<file path="src/rtl/counter_bus_pkg.sv">
// counter_bus_pkg: shared bus widths, FSM encoding and counter-peripheral register map
// for counter_bus_master and its timeout timer.
package counter_bus_pkg;

  localparam int ADDR_W = 4;
  localparam int DATA_W = 16;

  typedef enum logic [1:0] {
    ST_IDLE = 2'd0,
    ST_REQ  = 2'd1,
    ST_WAIT = 2'd2,
    ST_RESP = 2'd3
  } bus_state_t;

  // Counter peripheral register map
  localparam logic [ADDR_W-1:0] REG_STATUS   = 4'h0;
  localparam logic [ADDR_W-1:0] REG_CTRL     = 4'h1;
  localparam logic [ADDR_W-1:0] REG_LOAD     = 4'h2;
  localparam logic [ADDR_W-1:0] REG_COUNT    = 4'h3;
  localparam logic [ADDR_W-1:0] REG_IRQ_MASK = 4'h4;

  localparam logic [ADDR_W-1:0] IRQ_ADDR_DEFAULT = REG_STATUS;

  function automatic int unsigned timer_width(input int unsigned cycles);
    return $clog2(cycles + 1);
  endfunction

endpackage

</file>
<file path="src/rtl/bus_timeout_timer.sv">
// bus_timeout_timer: saturating cycle counter bounding how long a bus select may wait
// for an ack; expired marks the last permitted select cycle.
module bus_timeout_timer
  import counter_bus_pkg::*;
#(
  parameter int unsigned LIMIT = 255
) (
  input  logic clk,
  input  logic rst,
  input  logic clear,
  input  logic enable,
  output logic expired
);

  localparam int unsigned CNT_W = timer_width(LIMIT);
  localparam logic [CNT_W-1:0] MAX_COUNT  = CNT_W'(LIMIT);
  localparam logic [CNT_W-1:0] LAST_COUNT = CNT_W'(LIMIT - 1);

  logic [CNT_W-1:0] count;

  always_ff @(posedge clk or posedge rst) begin
    if (rst) begin
      count <= '0;
    end else if (clear) begin
      count <= '0;
    end else if (enable && (count != MAX_COUNT)) begin
      count <= count + 1'b1;
    end
  end

  // Count holds N-1 during the N-th select cycle, so flagging here aborts after exactly LIMIT cycles.
  assign expired = enable && (count >= LAST_COUNT);

endmodule

</file>
<file path="src/rtl/counter_bus_master.sv">
// counter_bus_master: single-transaction bus initiator for the counter peripheral with timeout.
// Optional auto read of IRQ_ADDR on interrupt edges when COUNTER_BUS_MASTER_IRQ_READ_EN is defined.
module counter_bus_master
  import counter_bus_pkg::*;
#(
  parameter int unsigned         TIMEOUT_CYCLES = 255,
  parameter logic [ADDR_W-1:0]   IRQ_ADDR       = IRQ_ADDR_DEFAULT
) (
  input  logic              i_sysclk,
  input  logic              i_sysrst,
  input  logic              i_cmd_valid,
  output logic              o_cmd_ready,
  input  logic              i_cmd_wr,
  input  logic [ADDR_W-1:0] i_cmd_addr,
  input  logic [DATA_W-1:0] i_cmd_data,
  output logic              o_rsp_valid,
  output logic [DATA_W-1:0] o_rsp_data,
  output logic              o_rsp_err,
  output logic              o_rsp_irq,
  output logic              o_bus_select,
  output logic              o_bus_wr,
  output logic [ADDR_W-1:0] o_reg_addr,
  output logic [DATA_W-1:0] o_bus_data,
  input  logic [DATA_W-1:0] i_bus_data,
  input  logic              i_bus_ack,
  input  logic              i_int_flg
);

  if (TIMEOUT_CYCLES < 1 || TIMEOUT_CYCLES > 65535) begin : g_bad_timeout
    $error("counter_bus_master: TIMEOUT_CYCLES must be in 1..65535");
  end

  bus_state_t state;

  logic busy;
  logic ack_hit;
  logic timed_out;
  logic start_host;
  logic start_irq;
  logic pending_next;
  logic irq_txn;

  assign busy       = (state == ST_REQ) || (state == ST_WAIT);
  assign ack_hit    = busy && i_bus_ack;
  assign start_host = (state == ST_IDLE) && i_cmd_valid && o_cmd_ready;

`ifdef COUNTER_BUS_MASTER_IRQ_READ_EN
  logic int_flg_q;
  logic irq_pending;
  logic int_rise;

  assign int_rise     = i_int_flg && !int_flg_q;
  assign start_irq    = (state == ST_IDLE) && irq_pending;
  // An edge landing in the same cycle the pending read launches re-arms the flag rather than being lost.
  assign pending_next = (irq_pending && !start_irq) || int_rise;

  always_ff @(posedge i_sysclk or posedge i_sysrst) begin
    if (i_sysrst) begin
      int_flg_q   <= 1'b0;
      irq_pending <= 1'b0;
      irq_txn     <= 1'b0;
    end else begin
      int_flg_q   <= i_int_flg;
      irq_pending <= pending_next;
      if (start_irq) begin
        irq_txn <= 1'b1;
      end else if (start_host) begin
        irq_txn <= 1'b0;
      end
    end
  end
`else
  logic unused_int_flg;

  assign start_irq      = 1'b0;
  assign pending_next   = 1'b0;
  assign irq_txn        = 1'b0;
  assign unused_int_flg = i_int_flg;
`endif

  bus_timeout_timer #(
    .LIMIT   (TIMEOUT_CYCLES)
  ) u_timer (
    .clk     (i_sysclk),
    .rst     (i_sysrst),
    .clear   (start_host || start_irq),
    .enable  (busy),
    .expired (timed_out)
  );

  // In IDLE, o_cmd_ready always mirrors !irq_pending, so host and IRQ starts never collide.
  always_ff @(posedge i_sysclk or posedge i_sysrst) begin
    if (i_sysrst) begin
      state        <= ST_IDLE;
      o_cmd_ready  <= 1'b1;
      o_rsp_valid  <= 1'b0;
      o_rsp_data   <= '0;
      o_rsp_err    <= 1'b0;
      o_rsp_irq    <= 1'b0;
      o_bus_select <= 1'b0;
      o_bus_wr     <= 1'b0;
      o_reg_addr   <= '0;
      o_bus_data   <= '0;
    end else begin
      o_rsp_valid <= 1'b0;
      case (state)
        ST_IDLE: begin
          if (start_irq) begin
            state        <= ST_REQ;
            o_cmd_ready  <= 1'b0;
            o_bus_select <= 1'b1;
            o_bus_wr     <= 1'b0;
            o_reg_addr   <= IRQ_ADDR;
          end else if (start_host) begin
            state        <= ST_REQ;
            o_cmd_ready  <= 1'b0;
            o_bus_select <= 1'b1;
            o_bus_wr     <= i_cmd_wr;
            o_reg_addr   <= i_cmd_addr;
            o_bus_data   <= i_cmd_data;
          end else begin
            o_cmd_ready <= !pending_next;
          end
        end

        ST_REQ, ST_WAIT: begin
          if (ack_hit) begin
            state        <= ST_RESP;
            o_bus_select <= 1'b0;
            o_bus_wr     <= 1'b0;
            o_rsp_valid  <= 1'b1;
            o_rsp_data   <= o_bus_wr ? '0 : i_bus_data;
            o_rsp_err    <= 1'b0;
            o_rsp_irq    <= irq_txn;
          end else if (timed_out) begin
            state        <= ST_RESP;
            o_bus_select <= 1'b0;
            o_bus_wr     <= 1'b0;
            o_rsp_valid  <= 1'b1;
            o_rsp_data   <= '0;
            o_rsp_err    <= 1'b1;
            o_rsp_irq    <= irq_txn;
          end else begin
            state <= ST_WAIT;
          end
        end

        ST_RESP: begin
          state       <= ST_IDLE;
          o_cmd_ready <= !pending_next;
        end

        default: begin
          state        <= ST_IDLE;
          o_cmd_ready  <= 1'b1;
          o_bus_select <= 1'b0;
          o_bus_wr     <= 1'b0;
        end
      endcase
    end
  end

endmodule

</file>
<file path="config.mk">
export PLATFORM = sky130hd
export DESIGN_NAME = counter_bus_master
export DESIGN_NICKNAME = d
export VERILOG_FILES = /design/src/rtl/counter_bus_pkg.sv /design/src/rtl/bus_timeout_timer.sv /design/src/rtl/counter_bus_master.sv
export SDC_FILE = /design/constraint.sdc
export NUM_CORES = 1
export LEC_CHECK = 0
export BUFFER_PORTS_ARGS = -buffer_cell sky130_fd_sc_hd__buf_4
export CORE_MARGIN = 2
export CORE_UTILIZATION = 40
export DETAILED_ROUTE_END_ITERATION = 7
export MAX_ROUTING_LAYER = met4
export PLACE_DENSITY_LB_ADDON = 0.05
export SKIP_CTS_REPAIR_TIMING = 1
export SYNTH_ARGS = -nofsm -noshare
export SYNTH_HDL_FRONTEND = slang
export SYNTH_SLANG_ARGS = --single-unit
</file>
<file path="constraint.sdc">
create_clock -name i_sysclk -period 2 [get_ports i_sysclk]
set_clock_uncertainty 0.05 [all_clocks]
set_input_delay 0.1 -clock i_sysclk [delete_from_list [all_inputs] [get_ports i_sysclk]]
set_output_delay 0.1 -clock i_sysclk [all_outputs]
set_load 0.02 [all_outputs]
</file>
==> results of run 1 <==
==> cells in the mapped netlist <==
library cell  instances  area, um2
buf_2                 2       10.0
o2111a_1              1       11.3
a211oi_1              1       7.51
nor3b_2               1       12.5
nand2_1              66        248
a311o_1               1       10.0
o21a_1                3       22.5
a31oi_1               4       25.0
o31a_1                1       8.76
a21oi_1               3       15.0
and3_1                4       25.0
a21o_1                2       15.0
buf_4                 3       22.5
nand4b_1              2       17.5
o21ai_0               2       10.0
conb_1                1       3.75
o32a_1                1       10.0
mux2i_1               4       40.0
dfrtp_1              50       1250
clkbuf_1              7       26.3
nor2_1                3       11.3
dfstp_2               1       26.3
a2bb2oi_1             1       8.76
and4_1                2       17.5
ha_1                  4       50.1
a221o_1              15        150
nor3_1                4       20.0
buf_6                 2       22.5
nand4_1               1       6.26
a21boi_0              1       7.51
nand2b_1              3       18.8
a21oi_2               1       8.76
a221oi_1              1       8.76
nor4_1                1       6.26
nor2b_1              15       93.8
inv_1                 8       30.0
nand3_1               6       30.0
==> where the power goes <==
group	internal, W	switching [W]	leakage [nW]
combinational	0.00127	0.00150	1.06
sequential	0.00151	0.000357	0.630
clock	0.000283	0.000356	0.0474
total	0.00305	0.00221	1.74
==> registers in the layout, indices dropped and copies added, names as in the netlist <==
signal and cells:
o_bus_data 16, o_rsp_data 16, u_timer.count 8, o_reg_addr 4, state 2, o_bus_select 1, o_bus_wr 1, o_cmd_ready 1
o_rsp_err 1, o_rsp_valid 1
==> kinds of logic (layout without fill, tap and decap cells) <==
family / after synthesis / count (layout) / share of synthesized area [%]
AO/OA/AOI/OAI: 38 / 38 / 13.8
adder cells (fa/ha/maj): 4 / 4 / 2.17
buffers and inverters: 22 / 142 / 4.82
flip-flops: 51 / 51 / 55.3
multiplexers: 4 / 4 / 1.73
other: 1 / 1 / 0.162
AND/OR/NAND/NOR: 108 / 108 / 22.0
==> critical path, cell delays in order (launching register included) <==
cell,delay [ns]
dfrtp_1,0.37
inv_1,0.06
ha_1,0.29
buf_4,0.30
nand3_1,0.18
a211oi_1,0.30
mux2i_1,0.22
==> through the flow <==
| stage | utilization [%] | total power (W) | worst slack [ns] |
|---|---|---|---|
| after global routing | 62.7 | 0.00564 | 0.00372 |
| final | 62.7 | 0.00526 | 0.146 |
| after detailed placement | 54.1 | 0.00457 | 0.0678 |
| after floorplan | - | 0.00353 | 0.375 |
| after global placement | 54.1 | 0.00450 | 0.102 |
| after CTS | 55.9 | 0.00521 | 0.0426 |
==> final cells by class <==
| cell class | instances | area, um2 |
|---|---|---|
| repair buffers | 126 | 1050 |
| clock buffers | 6 | 82.6 |
| clock inverters | 2 | 16.3 |
| fillers | 469 | 2070 |
| flip-flops and latches | 51 | 1280 |
| inverters | 8 | 30.0 |
| multi-input cells | 155 | 926 |
| well taps | 72 | 90.1 |
==> path summary, 6_finish.rpt <==
kind	startpoint	end	slack, ns	cells after the start
max in group asynchronous	i_sysrst	o_bus_select	1.00	4
worst min-delay path	i_cmd_wr	o_bus_wr	0.09	3
worst min register to register	o_bus_data[0]	o_bus_data[0]	0.43	2
worst max-delay path	state[0]	u_timer.count[5]	0.15	6
min in group asynchronous	i_sysrst	o_reg_addr[1]	0.46	4
worst max register to register	state[0]	u_timer.count[5]	0.15	6
==> routing by layer <==
metal	track usage [%]	share of wire, %
met1	25.6	46
met2	25.4	47
met3	5.09	6.0
met4	4.58	0.99
met5	-	0
==> impl_metrics.py, run 1 <==
metrics = {
    "placement": {
        "portBuffers": 81,
        "place_inst": 375,
        "placed_area_mm2": 0.00300,
        "dp_hpwl_mm": 3.65,
        "place.gp.congestion": 0.845,
    },
    "sta": {
        "worst_slew_pin_slew_ns": 0.647,
        "fin_setup_tns_ns": 0,
        "rsz0062_at_grt": "false",
        "slew-limit-headroom_pct": 56.8,
        "finalHoldViolCount": 0,
        "fmax_mhz": 539,
        "min_period_ns": 1.85,
        "maxSlewViolCount": 0,
        "setup_viol": 0,
        "whs_ns": 0.0923,
        "fin_crit_sh_pct": 92.7,
    },
    "cells_and_area": {
        "diodes": 0,
        "synthToLayoutAreaGrowth_pct": 50.5,
        "design_area_mm2": 0.00347,
        "final_cell_mix": "buf_4 (88), nand2_1 (66), dfrtp_1 (50)",
        "fin_nets": 393,
        "final_layout_size_suffix_gt1_share_pct": 29.0,
        "instances_no_fill": 420,
        "mostFrequentLayoutCell": "buf_4",
    },
    "clock_tree": {
        "cts_buffers": 5,
        "clock-root-buffer": "clkbuf_8",
        "clkTransAtPathRegs_ns": 0.10,
        "cts_max_path_buffers": 2,
        "clock-sinks": 51,
        "cts-htree-levels": 2,
        "cts_tree": "yes",
        "clk_latency_ns": 0.31,
    },
    "drt": {
        "dr_total_vias": 2105,
        "wire_per_inst_um": 14.0,
        "first_pass_iters": 4,
        "drtIter0Drc": 99,
        "drc": 0,
        "postRouteAntennaNets": 0,
        "viasPerCell": 5.01,
        "totalWireLength_mm": 5.87,
    },
    "synth": {
        "ys_warn_count": 0,
        "ys_types": 37,
        "synth_seq_area_share_pct": 55.3,
        "synth_fp_nets": 274,
        "ys_ff_latch": 51,
        "syn_area_per_cell_um2": 10.1,
        "synthesis.area_mm2": 0.00231,
        "netlist_instances": 228,
    },
    "die": {
        "floorplan.rows": 27,
        "core_area_mm2": 0.00554,
        "start_util_pct": 41.7,
        "die_x_um": 80.0,
        "io_pins": 84,
        "die_area_mm2": 0.00640,
        "die_h_um": 80.0,
    },
    "global_routing": {
        "grt_max_degree": 52,
        "track_usage_pct": 18.0,
        "grt_pass1_wl_mm": 8.76,
        "overflow": 0,
        "antenna_found_initial": 0,
        "grt_pass1_vias": 1824,
    },
    "setup_path": {
        "cp_max_fo": 28,
        "worstSetupStartpointType": "flip-flop",
        "setup.worst_path.class": "reg -> reg",
        "worstPathRequired_ns": 2.18,
        "crit_path_end_kind": "flip-flop",
        "worst_ep_arrival_time_ns": 2.03,
    },
    "power_and_ir_drop": {
        "power.density_mw_per_mm2": 1520,
        "ir_worst_vdd_mv": 0.672,
        "p_leak_nw": 1.74,
    },
    "outcome": {
        "status": "completed",
    },
    "hold_path": {
        "min_path_type": "in -> reg",
    },
    "job": {
        "maxCapViolCount": 0,
    },
}
No activity file was read; power rests on OpenSTA's default activity.
==> run 2, diff against run 1 <==
CTS_CLUSTER_SIZE = 8   (was unset)
clock period = 1.6 ns   (was 2 ns; I/O delays follow)
==> impl_metrics.py, run 2 (synthesized netlist as in run 1, its figures left out) <==
metrics = {
    "global_routing": {
        "grt_max_degree": 30,
        "track_usage_pct": 19.1,
        "grt_pass1_vias": 1997,
        "antenna_found_initial": 0,
        "grt_pass1_wl_mm": 9.33,
        "overflow": 0,
    },
    "drt": {
        "dr_total_vias": 2170,
        "totalWireLength_mm": 6.56,
        "drc": 0,
        "wire_per_inst_um": 15.2,
        "drtIter0Drc": 124,
        "first_pass_iters": 4,
        "viasPerCell": 5.01,
        "postRouteAntennaNets": 0,
    },
    "setup_path": {
        "max_stage_delay_ns": 0.42,
        "cp_top_family": "compound AO/OA/AOI/OAI gates",
        "cp_max_fo": 5,
        "path_buf_inv": 1,
        "setup.worst_path.class": "reg -> reg",
        "cp_slowest_cell": "dfrtp_1",
        "crit_path_end_kind": "flip-flop",
        "worstSetupStartpointType": "flip-flop",
        "worstPathRequired_ns": 1.80,
        "path_cells": "ha_4 -> o2111a_2 -> a21oi_4 -> clkbuf_16 -> a221o_1",
        "worst_ep_arrival_time_ns": 1.81,
    },
    "clock_tree": {
        "clk_latency_ns": 0.31,
        "cts_max_path_buffers": 2,
        "clkTransAtPathRegs_ns": 0.09,
        "cts-htree-levels": 2,
        "cts_tree": "yes",
        "clock-sinks": 51,
        "cts_buffers": 5,
        "clock-root-buffer": "clkbuf_8",
    },
    "sta": {
        "fmax_mhz": 622,
        "finalHoldViolCount": 0,
        "min_period_ns": 1.61,
        "fin_crit_sh_pct": 100,
        "rsz0062_at_grt": "true",
        "whs_ns": 0.0628,
        "setup_slack_ns": -0.00653,
        "maxSlewViolCount": 0,
        "setup_viol": 3,
    },
    "cells_and_area": {
        "multi_input_area_um2": 995,
        "top_regs": "o_bus_data: 16 flops, o_rsp_data: 16 flops, u_timer.count: 8 flops",
        "diodes": 0,
        "final_layout_size_suffix_gt1_share_pct": 34.6,
        "instances_no_fill": 433,
        "seq_area_mm2": 0.00128,
        "fillCellCount": 464,
        "final_cell_mix": "buf_4 (95), nand2_1 (66), dfrtp_1 (50)",
        "synthToLayoutAreaGrowth_pct": 61.6,
        "mostFrequentLayoutCell": "buf_4",
        "fin_util_pct": 67.3,
        "fin_nets": 408,
    },
    "placement": {
        "place.gp.congestion": 0.773,
        "portBuffers": 81,
        "pre_cts_ws_ns": -0.330,
        "place_inst": 382,
        "dp_hpwl_mm": 3.79,
    },
    "die": {
        "io_pins": 84,
        "die_x_um": 80.0,
        "core_area_mm2": 0.00554,
        "die_h_um": 80.0,
        "floorplan.rows": 27,
        "start_util_pct": 41.7,
        "die_area_mm2": 0.00640,
    },
    "outcome": {
        "status": "finished, violations left",
        "violations": "negative setup slack",
    },
    "job": {
        "maxCapViolCount": 0,
    },
    "power_and_ir_drop": {
        "ir_worst_vdd_mv": 1.13,
        "p_leak_nw": 1.84,
        "power.density_mw_per_mm2": 1930,
        "report.power.total_w": 0.00721,
    },
    "hold_path": {
        "min_path_type": "in -> reg",
    },
}
run 2: area by class of cell:
cell class	instances	area share (%)
multi-input cells	155	26.7
clock inverters	1	0.201
well taps	72	2.42
inverters	8	0.805
repair buffers	141	33.8
flip-flops and latches	51	34.3
clock buffers	5	1.85
run 2: worst min-delay path, stage by stage:
cell and delay, ns:
buf_4 0.08, nand4b_1 0.07, o21ai_0 0.08, a21o_1 0.08
run 2: worst paths after layout:
kind / start / to / slack, ns / cells after the start
max: u_timer.count[1] / o_rsp_data[12] / -0.007 / 5
min: i_bus_data[14] / o_rsp_data[14] / 0.06 / 4
max reg2reg: u_timer.count[1] / o_rsp_data[12] / -0.007 / 5
min reg2reg: o_bus_data[2] / o_bus_data[2] / 0.43 / 2
max in group asynchronous: i_sysrst / o_cmd_ready / 0.83 / 4
min in group asynchronous: i_sysrst / o_bus_data[4] / 0.19 / 3
run 2: routing by layer:
metal | share of wire (%) | routed length, um | track usage, % | vias up
li1 | - | - | - | 1047
met1 | 44 | 2880 | 25.2 | 1048
met2 | 50 | 3310 | 29.3 | 67
met3 | 4.6 | 304 | 4.52 | 8
met4 | 1.1 | 72 | 5.76 | 0
met5 | 0 | 0 | - | -
run 2: through the flow:
| stage | cell area [um2] | TNS [ns] |
|---|---|---|
| 6_report | 3730 | -0.0137 |
| 5_1_grt | 3730 | -0.455 |
| 4_1_cts | 3140 | -5.48 |
| 3_5_place_dp | 3060 | -5.21 |
| 3_3_place_gp | 3060 | -5.43 |
| 2_1_floorplan | 2310 | 0 |
run 2: power by group:
part           total [W]  internal, W  switching [W]  leakage (nW)
Clock           0.000712     0.000292       0.000421        0.0361
Combinational    0.00421      0.00207        0.00213          1.17
Sequential       0.00229      0.00188       0.000411         0.630
Total            0.00721      0.00425        0.00296          1.84
==> run 3, diff against run 2 <==
CORE_ASPECT_RATIO = 0.75   (was unset)
SLEW_MARGIN = 0   (was unset)
==> impl_metrics.py, run 3 (synthesized netlist as in run 1, its figures left out) <==
metrics = {
    "outcome": {
        "status": "finished, violations left",
        "violations": "negative setup slack",
    },
    "drt": {
        "totalWireLength_mm": 6.36,
        "drc": 0,
        "wire_per_inst_um": 14.6,
        "postRouteAntennaNets": 0,
        "viasPerCell": 4.97,
        "dr_total_vias": 2172,
        "first_pass_iters": 4,
        "drtIter0Drc": 93,
    },
    "clock_tree": {
        "cts_max_path_buffers": 2,
        "cts_tree": "yes",
        "clk_latency_ns": 0.30,
        "clock-sinks": 51,
        "clkTransAtPathRegs_ns": 0.10,
        "cts_buffers": 5,
        "clock-root-buffer": "clkbuf_8",
        "cts-htree-levels": 2,
    },
    "placement": {
        "place_inst": 384,
        "dp_hpwl_mm": 3.77,
        "place.gp.congestion": 0.729,
        "portBuffers": 81,
    },
    "setup_path": {
        "r2r-start": "u_timer.count[1]",
        "worstSetupStartpointType": "flip-flop",
        "cp_max_fo": 5,
        "worstReg2RegEnd": "o_rsp_data[3]",
        "worstPathRequired_ns": 1.80,
        "worst_ep_arrival_time_ns": 1.83,
        "crit_path_end_kind": "flip-flop",
        "setup.worst_path.class": "reg -> reg",
        "rrSetupSlack_ns": -0.03,
        "rr_worst_depth": 5,
    },
    "power_and_ir_drop": {
        "ir_worst_vdd_mv": 0.921,
        "pwr-share-clk_pct": 14.0,
        "p_leak_nw": 1.87,
        "pwr-share-seq_pct": 30.3,
        "internal_power_w": 0.00462,
        "power.density_mw_per_mm2": 2000,
        "p_comb_share_pct": 55.7,
        "switchingPower_w": 0.00299,
        "switching_share_pct": 39.3,
    },
    "cells_and_area": {
        "mostFrequentLayoutCell": "buf_4",
        "top_regs": "o_bus_data: 16 flops, o_rsp_data: 16 flops, u_timer.count: 8 flops",
        "diodes": 0,
        "instances_no_fill": 437,
        "fin_nets": 407,
        "synthToLayoutAreaGrowth_pct": 64.5,
        "final_layout_size_suffix_gt1_share_pct": 34.8,
        "final_cell_mix": "buf_4 (93), nand2_1 (66), dfrtp_1 (49)",
    },
    "die": {
        "die_area_mm2": 0.00640,
        "floorplan.rows": 23,
        "io_pins": 84,
        "die_x_um": 91.7,
        "core_area_mm2": 0.00547,
        "die_h_um": 69.8,
        "start_util_pct": 42.2,
    },
    "sta": {
        "fin_setup_tns_ns": -0.197,
        "min_period_ns": 1.63,
        "setup_viol": 10,
        "finalHoldViolCount": 0,
        "setup_slack_ns": -0.0325,
        "fmax_mhz": 613,
        "whs_ns": 0.0775,
        "fin_crit_sh_pct": 102,
        "maxSlewViolCount": 0,
        "rsz0062_at_grt": "true",
    },
    "global_routing": {
        "antenna_found_initial": 0,
        "grt_max_degree": 52,
        "grt_pass1_vias": 1906,
        "overflow": 0,
        "track_usage_pct": 18.7,
        "grt_pass1_wl_mm": 9.38,
    },
    "hold_path": {
        "min_path_type": "in -> reg",
        "hold_depth": 4,
        "worst_hold_startpoint": "i_bus_data[14]",
        "hold_end": "o_rsp_data[14]",
    },
    "job": {
        "maxCapViolCount": 0,
    },
}
-- run 3: cell types whose count changed in the layout (fill, tap and decap cells not counted), sizes merged --
cell | before | now
buf | 101 | 100
bufinv | 0 | 2
-- run 3: metrics by stage --
step                power (W)  cell area (um2)  worst slack [ns]  util [%]
CTS                   0.00690             3210            -0.374      58.7
finish                0.00761             3800           -0.0325      69.5
global placement      0.00574             3070            -0.306      56.2
global route          0.00813             3800           -0.0645      69.5
floorplan             0.00442             2310            0.0449         -
detailed placement    0.00582             3070            -0.335      56.2
-- run 3: worst max-delay path by stage --
stage | startpoint | endpoint | slack [ns]
floorplan | state[1] | o_rsp_data[0] | 0.04
global placement | state[0] | o_rsp_data[6] | -0.31
detailed placement | state[0] | o_rsp_data[6] | -0.34
CTS | state[0] | o_rsp_data[1] | -0.37
global route | u_timer.count[1] | o_rsp_data[3] | -0.06
finish | u_timer.count[1] | o_rsp_data[3] | -0.03
-- run 3: area by class of cell --
class                      count  area [um2]
tap                           75        93.8
clock buffer                   5        68.8
sequential                    51        1280
timing repair buffer         140        1270
clock inverter                 3        67.6
inverter                       8        30.0
fill                         452        1670
multi-input combinational    155         992
-- run 3: routing by layer --
| metal | part of all wire [%] | up-vias | track usage (%) | wire, um |
|---|---|---|---|---|
| met5 | 0 | - | - | 0 |
| met4 | 0.63 | 0 | 3.98 | 40 |
| met3 | 4.0 | 5 | 4.35 | 253 |
| met2 | 47 | 60 | 26.7 | 3020 |
| met1 | 48 | 1055 | 27.3 | 3050 |
| li1 | - | 1052 | - | - |
-- run 3: power groups by stage --
| stage | Sequential (W) | Combinational, W | Clock, W |
|---|---|---|---|
| after global routing | 0.00239 | 0.00459 | 0.00115 |
| after detailed placement | 0.00228 | 0.00354 | 0 |
| final | 0.00231 | 0.00424 | 0.00106 |
| after global placement | 0.00228 | 0.00346 | 0 |
| after floorplan | 0.00285 | 0.00157 | 0 |
| after CTS | 0.00228 | 0.00353 | 0.00109 |
-- run 3: critical path, cell delays in order (launching register included) --
cell	delay, ns
dfrtp_2	0.46
ha_4	0.17
o2111a_2	0.28
a21oi_4	0.27
clkbuf_16	0.20
a221o_1	0.14
